File: src/rtl/hypot_iter_if.sv
// Handshake bundle for hypot_iter.
//   Start      : request, sampled only while Ready=1
//   X, Y       : W-bit unsigned operands, captured on an accepted Start
//   Ready      : unit is idle and will accept Start
//   Busy       : operation in progress (sum or root phase)
//   Done       : one-cycle pulse; Z/Exact update in the same cycle
//   Z          : W+1-bit magnitude, held until the next Done
//   Exact      : X*X+Y*Y is a perfect square, held with Z
interface hypot_iter_if #(
   parameter int unsigned W = 8
);
   logic         Start;
   logic [W-1:0] X;
   logic [W-1:0] Y;
   logic         Ready;
   logic         Busy;
   logic         Done;
   logic [W:0]   Z;
   logic         Exact;

   modport master (output Start, X, Y, input Ready, Busy, Done, Z, Exact);
   modport slave  (input Start, X, Y, output Ready, Busy, Done, Z, Exact);
endinterface

File: src/rtl/hypot_iter.sv
// Sequential integer hypotenuse: Z = sqrt(X*X + Y*Y) for unsigned W-bit X, Y.
// Restoring digit-by-digit square root, one result bit per cycle.
//   Clock : rising-edge clock
//   Reset : synchronous, active-high; aborts any operation, clears Z/Exact
//   bus   : hypot_iter_if slave (Start/X/Y in, Ready/Busy/Done/Z/Exact out)
// Parameters:
//   W     : operand width (Z is W+1 bits)
//   ROUND : 0 = floor(sqrt), 1 = round to nearest
// Start accepted at edge k -> Done high in the cycle after edge k+W+2;
// one operation every W+4 cycles.
module hypot_iter #(
   parameter int unsigned W     = 8,
   parameter int unsigned ROUND = 0
) (
   input  logic         Clock,
   input  logic         Reset,
   hypot_iter_if.slave  bus
);

   localparam int unsigned SW = 2 * W + 2;   // sum register width, top bit always zero
   localparam int unsigned RW = W + 4;       // partial remainder / trial width
   localparam int unsigned ZW = W + 1;       // root width
   localparam int unsigned IW = $clog2(W + 1);

   typedef enum logic [1:0] {
      IDLE,
      SUM,
      ROOT,
      DONE
   } state_t;

   state_t          state;
   logic [W-1:0]    xr;
   logic [W-1:0]    yr;
   logic [SW-1:0]   s;
   logic [ZW-1:0]   root;
   logic [RW-1:0]   rem;
   logic [IW-1:0]   iter;

   logic            ready_r;
   logic            busy_r;
   logic            done_r;
   logic [ZW-1:0]   z_r;
   logic            exact_r;

   logic [SW-1:0]   sum_c;
   logic [1:0]      pair;
   logic [RW-1:0]   rem_sh;
   logic [RW-1:0]   trial;
   logic [RW-1:0]   rem_n;
   logic [ZW-1:0]   root_n;
   logic [ZW-1:0]   z_c;

   always_comb begin
      sum_c  = SW'(xr) * SW'(xr) + SW'(yr) * SW'(yr);
      // next two radicand bits, S[2*iter+1 : 2*iter]
      pair   = 2'(s >> {iter, 1'b0});
      rem_sh = (rem << 2) | RW'(pair);
      trial  = (RW'(root) << 2) | RW'(1);
      if (rem_sh >= trial) begin
         rem_n  = rem_sh - trial;
         root_n = (root << 1) | ZW'(1);
      end else begin
         rem_n  = rem_sh;
         root_n = root << 1;
      end
      // remainder above root means the true root is past root+0.5
      z_c = root_n;
      if (ROUND != 0 && rem_n > RW'(root_n)) begin
         z_c = root_n + ZW'(1);
      end
   end

   always_ff @(posedge Clock) begin
      if (Reset) begin
         state   <= IDLE;
         xr      <= '0;
         yr      <= '0;
         s       <= '0;
         root    <= '0;
         rem     <= '0;
         iter    <= '0;
         ready_r <= 1'b1;
         busy_r  <= 1'b0;
         done_r  <= 1'b0;
         z_r     <= '0;
         exact_r <= 1'b0;
      end else begin
         case (state)
            IDLE: begin
               if (bus.Start) begin
                  xr      <= bus.X;
                  yr      <= bus.Y;
                  ready_r <= 1'b0;
                  busy_r  <= 1'b1;
                  state   <= SUM;
               end
            end
            SUM: begin
               s     <= sum_c;
               root  <= '0;
               rem   <= '0;
               iter  <= IW'(W);
               state <= ROOT;
            end
            ROOT: begin
               rem  <= rem_n;
               root <= root_n;
               if (iter == '0) begin
                  z_r     <= z_c;
                  exact_r <= (rem_n == '0);
                  done_r  <= 1'b1;
                  busy_r  <= 1'b0;
                  state   <= DONE;
               end else begin
                  iter <= iter - IW'(1);
               end
            end
            DONE: begin
               done_r  <= 1'b0;
               ready_r <= 1'b1;
               state   <= IDLE;
            end
            default: begin
               state <= IDLE;
            end
         endcase
      end
   end

   assign bus.Ready = ready_r;
   assign bus.Busy  = busy_r;
   assign bus.Done  = done_r;
   assign bus.Z     = z_r;
   assign bus.Exact = exact_r;

endmodule

File: src/flat_wrapper.sv
// flat-port wrapper written by rule: the top's interface ports become plain ports
module hypot_iter_flat 
#(
   parameter int unsigned W     = 8,
   parameter int unsigned ROUND = 0
)
  (Clock, Reset, bus_Start, bus_X, bus_Y, bus_Ready, bus_Busy, bus_Done, bus_Z, bus_Exact);
  hypot_iter_if #(.W(W)) bus_i ();
  input  logic Clock;
  input  logic Reset;
  input wire logic [$bits(bus_i.Start)-1:0] bus_Start;
  input wire logic [$bits(bus_i.X)-1:0] bus_X;
  input wire logic [$bits(bus_i.Y)-1:0] bus_Y;
  output wire logic [$bits(bus_i.Ready)-1:0] bus_Ready;
  output wire logic [$bits(bus_i.Busy)-1:0] bus_Busy;
  output wire logic [$bits(bus_i.Done)-1:0] bus_Done;
  output wire logic [$bits(bus_i.Z)-1:0] bus_Z;
  output wire logic [$bits(bus_i.Exact)-1:0] bus_Exact;
  assign bus_i.Start = bus_Start;
  assign bus_i.X = bus_X;
  assign bus_i.Y = bus_Y;
  assign bus_Ready = bus_i.Ready;
  assign bus_Busy = bus_i.Busy;
  assign bus_Done = bus_i.Done;
  assign bus_Z = bus_i.Z;
  assign bus_Exact = bus_i.Exact;
  hypot_iter #(.W(W), .ROUND(ROUND)) u_core (.Clock(Clock), .Reset(Reset), .bus(bus_i));
endmodule
File: config.mk
export PLATFORM = sky130hd
export DESIGN_NAME = hypot_iter_flat
export DESIGN_NICKNAME = d
export VERILOG_FILES = /design/src/rtl/hypot_iter_if.sv /design/src/rtl/hypot_iter.sv /design/src/flat_wrapper.sv
export SDC_FILE = /design/constraint.sdc
export NUM_CORES = 1
export LEC_CHECK = 0
export CAP_MARGIN = 20
export CORE_ASPECT_RATIO = 0.75
export CORE_UTILIZATION = 60
export DETAILED_ROUTE_END_ITERATION = 8
export GPL_TIMING_DRIVEN = 1
export HOLD_SLACK_MARGIN = 0.15
export PLACE_DENSITY_LB_ADDON = 0.1
export SYNTH_ARGS = -nofsm -noshare
export SYNTH_HDL_FRONTEND = slang
export SYNTH_SLANG_ARGS = --single-unit
File: constraint.sdc
create_clock -name Clock -period 8.5 [get_ports Clock]
set_clock_uncertainty 0.15 [all_clocks]
set_input_delay 2.55 -clock Clock [delete_from_list [all_inputs] [get_ports Clock]]
set_output_delay 2.55 -clock Clock [all_outputs]
set_load 0.1 [all_outputs]
# ---- After elaboration in Yosys (flattened, before gate mapping)
# Cells that the tools add are included.
dict set report classes {
  n_mul 2
  n_lt_le_gt_ge 1
  muxes 16
  reduce_logical 14
  n_addsub 3
  eq_ne 6
  n_bitwise 1
  shift 1
}
# cell count
set op_table {}
lappend op_table {{$mul A8 B8 Y16} 2}
lappend op_table {{$pmux W10 S2} 1}
lappend op_table {{$pmux W9 S2} 1}
lappend op_table {{$shr A18 B5 Y2} 1}
lappend op_table {{$add A16 B16 Y17} 1}
lappend op_table {{$ge A12 B11 Y1} 1}
lappend op_table {{$logic_not A12 Y1} 1}
lappend op_table {{$mux W12} 1}
lappend op_table {{$or A12 B2 Y12} 1}
lappend op_table {{$reduce_and A2 Y1} 6}
lappend op_table {{$sub A12 B11 Y12} 1}
lappend op_table {{$pmux W2 S4} 1}
lappend op_table {{$pmux W4 S2} 1}
lappend op_table {{$reduce_bool A2 Y1} 4}
lappend op_table {{$pmux W1 S2} 3}
lappend op_table {{$mux W1} 5}
lappend op_table {{$eq A2 B2 Y1 const B} 2}
lappend op_table {{$logic_not A4 Y1} 1}
lappend op_table {{$mux W2} 2}
lappend op_table {{$mux W4} 1}
lappend op_table {{$ne A2 B2 Y1 const B} 2}
lappend op_table {{$sub A4 B1 Y4 const B} 1}
lappend op_table {{$reduce_and A3 Y1} 1}
lappend op_table {{$eq A2 B1 Y1 const B} 1}
lappend op_table {{other kinds (2)} 2}
dict set report word_totals {
  regBits 72
}

# ---- Logic depth before layout (Yosys ltp)
dict set report depth {
  ltp_word 5
  mapped_depth 24
}

# ---- Worst setup path after synthesis
# OpenSTA, ideal clock, no wires.
dict set report synth_timing {
  kind {reg-to-reg}
  startpoint {register u_core.yr[5]}
  endpoint {register u_core.s[16]}
  t_required_ns 8.222
  setup_slack_ns 2.758
  stages_incl_launch_ff 20
  path_buffers 1
  period_less_slack_ns 5.742
  t_arrival_ns 5.464
  cell_sequence {dfxtp_1 -> clkbuf_1 -> and2_1 -> inv_1 -> fa_1 -> fa_1 -> fa_1 -> fa_1 -> fa_1 -> fa_1 -> inv_1 -> ha_1 -> a21o_1 -> a31oi_1 -> o21ai_0 -> o41ai_1 -> o21ai_0 -> xnor2_1 -> mux2i_1 -> nor2_1}
}
dict set report synth_between {
  elab_chain_cells 2
}
# element line
set synth_lines {}
lappend synth_lines {{start, declared} hypot_iter.sv:34} ;# logic [W-1:0] yr;
lappend synth_lines {{start signal, assigned} hypot_iter.sv:93} ;# yr <= bus.Y;
lappend synth_lines {{$mul A8 B8 Y16} hypot_iter.sv:55} ;# sum_c = SW'(xr) * SW'(xr) + SW'(yr) * SW'(yr);
lappend synth_lines {{$add A16 B16 Y17} hypot_iter.sv:55}
lappend synth_lines {{end signal, assigned} hypot_iter.sv:100} ;# s <= sum_c;
lappend synth_lines {{end, declared} hypot_iter.sv:35} ;# logic [SW-1:0] s;
# Every way passes these cells.
# A chain may end at the register's enable or synchronous reset.

# ---- Worst setup path in the final report
dict set report layout_timing {
  startpoint {register u_core.yr[3]}
  endpoint {register u_core.s[16]}
}
# The elaborated chain is that of the path after synthesis.

==> results.py <==
metrics = {
    "clock_network": {
        "cts_tree": "yes",
        "clkSinkCount": 71,
        "root_buffer": "clkbuf_16",
        "cts_buffers": 9,
        "cts_setup_buffers": 0,
        "ctsHoldBuffers": 0,
        "cts_max_level": 3,
        "cts_buffer_depth": 2,
        "cts_resized": 0,
        "clock_latency_ns": 0.34,
        "clk_pin_slew_ns": 0.07,
    },
    "worst_setup_path": {
        "cp.arrival_ns": 6.26,
        "slowest_delay_ns": 0.55,
        "cp.required_ns": 8.54,
        "critPathKind": "flop to flop",
        "cp-start-kind": "flop",
        "slowest_stage": "dfxtp_1",
        "cp_max_fo": 9,
        "cp_common_cell": "fa_1",
        "path_cells": "and2_1 > inv_1 > fa_1 > fa_1 > fa_1 > fa_1 > fa_1 > fa_1 > inv_1 > ha_1 > a21o_1 > a31oi_1 > o21ai_0 > o41ai_1 > o21ai_0 > xnor2_1 > mux2i_1 > nor2_1",
        "critPathCaptureType": "flop",
    },
    "drt": {
        "drt_first_iter_violations": 403,
        "ant_nets": 0,
        "wl_mm": 16.2,
        "vias": 5494,
        "via_per_inst": 5.51,
        "routedWlPerCell_um": 16.2,
        "first_pass_iters": 5,
        "drc": 0,
    },
    "timing": {
        "tns_ns": 0,
        "whs_ns": 0.309,
        "finalSetupViolations": 0,
        "fmax_mhz": 161,
        "hold_viol": 0,
        "slew_headroom_pct": 31.5,
        "tightest_slew_ns": 1.03,
        "rsz0062_at_grt": "false",
        "slew_violations": 0,
        "period_share_pct": 73.2,
        "fin_crit_ns": 6.22,
    },
    "yosys": {
        "syn_avg_cell_area_um2": 8.49,
        "ys_seq_area_share_pct": 20.1,
        "synth_top_area_share_pct": 21.6,
        "ys_ff_latch": 71,
        "synth_area_mm2": 0.00706,
        "synth_simple_gate_area_share_pct": 16.7,
        "synth-xor-area-share_pct": 3.48,
        "synth_compound_area_share_pct": 11.3,
        "synth_warnings": 0,
        "synthAdderAreaFrac_pct": 34.3,
        "synth_largest_area_cell": "fa_1",
        "synthCells": 831,
        "synth_top_family_by_area": "adder cells",
        "synth-async-reset-ratio_pct": 0,
        "muxShareOfSynthArea_pct": 4.84,
        "synth_edf_count": 0,
        "synthTopCellsByArea": "fa_1, dfxtp_1, ha_1",
        "synth.distinct_cells": 49,
        "syn_nets": 998,
        "synth-main-ff-cell": "dfxtp_1",
    },
    "final_layout": {
        "final_cell_mix": "inv_1, nand2_1, fa_1",
        "drive_gt1_share_pct": 3.69,
        "layout_commonest_cell": "inv_1",
        "postLayoutCoreUtil_pct": 69.2,
        "nNetsFinal": 1003,
        "n_antenna_cell": 0,
        "syn2layout_area_growth_pct": 9.82,
    },
    "floorplanning": {
        "fp.dieH_um": 95.9,
        "start_util_pct": 63.1,
        "coreArea_mm2": 0.0112,
        "dieArea_mm2": 0.0122,
        "die_w_um": 127,
        "num_rows": 33,
        "io_pins": 32,
    },
    "pwr": {
        "total_leakage_power_nw": 3.57,
        "swShare_pct": 46.5,
        "ir_drop_mv": 0.204,
        "power_w": 0.00199,
        "power_density_mw_per_mm2": 256,
        "seqPwrFrac_pct": 23.6,
        "netSwitchingPower_w": 0.000924,
        "clkPwrFrac_pct": 21.6,
        "internal_power_w": 0.00106,
        "p_comb_share_pct": 54.8,
    },
    "global_routing": {
        "grt_antenna_before_repair": 0,
        "grt_pass1_wl_mm": 27.2,
        "grt_max_degree": 73,
        "grt_pass1_vias": 5551,
        "grt.overflow.total": 0,
        "gr-usage-all-layers_pct": 29.1,
    },
    "place": {
        "place_hpwl_mm": 12.6,
        "io_buffers": 31,
        "gp_congestion": 0.953,
    },
    "run": {
        "maxCapViolations": 0,
    },
    "min_path": {
        "hp-class": "flop to flop",
    },
    "outcome": {
        "status": "completed",
    },
}
flip-flops by register name, summed over array words and instances, names as in the netlist:
register,flops
u_core.s,17
u_core.rem,10
u_core.bus.Z,9
u_core.root,9
u_core.xr,8
u_core.yr,8
u_core.iter,4
u_core.state,2
u_core.bus.Busy,1
u_core.bus.Done,1
u_core.bus.Exact,1
u_core.bus.Ready,1
path summary, 6_finish.rpt:
kind	depth (start not counted)	endpoint	startpoint	slack, ns
worst min-delay path	2	u_core.bus.Z[6]$_SDFFE_PP0P_	u_core.bus.Z[6]$_SDFFE_PP0P_	0.31
worst max-delay path	18	u_core.s[16]$_SDFFE_PP0P_	u_core.yr[3]$_SDFFE_PP0P_	2.28
worst max register to register	18	u_core.s[16]$_SDFFE_PP0P_	u_core.yr[3]$_SDFFE_PP0P_	2.28
worst min register to register	2	u_core.bus.Z[6]$_SDFFE_PP0P_	u_core.bus.Z[6]$_SDFFE_PP0P_	0.31
kinds of logic (layout without fill, tap and decap cells):
logic type,count (synthesis),count (layout)
buf+inv,172,182
fa+ha+maj,148,148
mux,29,29
compound gates,125,125
simple gates,258,258
flops,71,71
xor+xnor,28,28
stage by stage:
stage / cell area, um2 / instances / worst slack (ns)
after CTS: 7750 / 998 / 2.34
after detailed placement: 7410 / 982 / 2.38
after global routing: 7750 / 998 / 1.88
after floorplan: 7060 / 831 / 2.76
final: 7750 / 998 / 2.28
after global placement: 7410 / 982 / 2.54
final cells by class:
cell class	count	area, um2
fill	911	3440
multi-input combinational	588	4980
tap	157	196
clock buffer	9	225
sequential	71	1420
clock inverter	7	109
inverter	134	503
timing repair buffer	32	313
cell usage after synthesis, drive strengths merged (2+ instances only):
cell type and instances:
or4 3, a2111oi 2, inv 134, o21bai 5
o221ai 3, ha 72, and2 35, nand2b 2
nand4 3, nand3 15, or3 2, nand2 100
o211ai 2, buf 6, nor3 9, xnor2 20
fa 76, a21oi 58, a21o 9, and3 4
o21ai 17, o2bb2ai 2, nor2b 9, clkbuf 32
a211oi 5, mux2i 24, mux4 4, o22ai 2
xor2 8, nor2 70, o41ai 2, dfxtp 71
a31oi 5, a22oi 7
power by group through the flow:
stage	registers, W	logic, W	clock network [W]
after CTS	0.000465	0.00108	0.000435
after floorplan	0.000480	0.000818	0
after global routing	0.000476	0.00121	0.000449
after global placement	0.000465	0.00104	0
after detailed placement	0.000472	0.00107	0
final	0.000468	0.00109	0.000430
worst max-delay path, delay by kind of cell (launching register included):
kind / cells / cell delay [ns]
compound gates: 5 / 1.25
xor+xnor: 1 / 0.16
fa+ha+maj: 7 / 3.43
buf+inv: 2 / 0.11
flops: 1 / 0.55
mux: 1 / 0.13
simple gates: 2 / 0.29
per-layer routing:
metal / share of wire (%) / wire length [um] / track usage, %
met1: 49 / 7920 / 42.1
met2: 44 / 7070 / 46.0
met3: 6.4 / 1040 / 4.45
met4: 1.0 / 169 / 6.85
met5: 0 / 0 / 0
(Power assumes the default switching activity.)
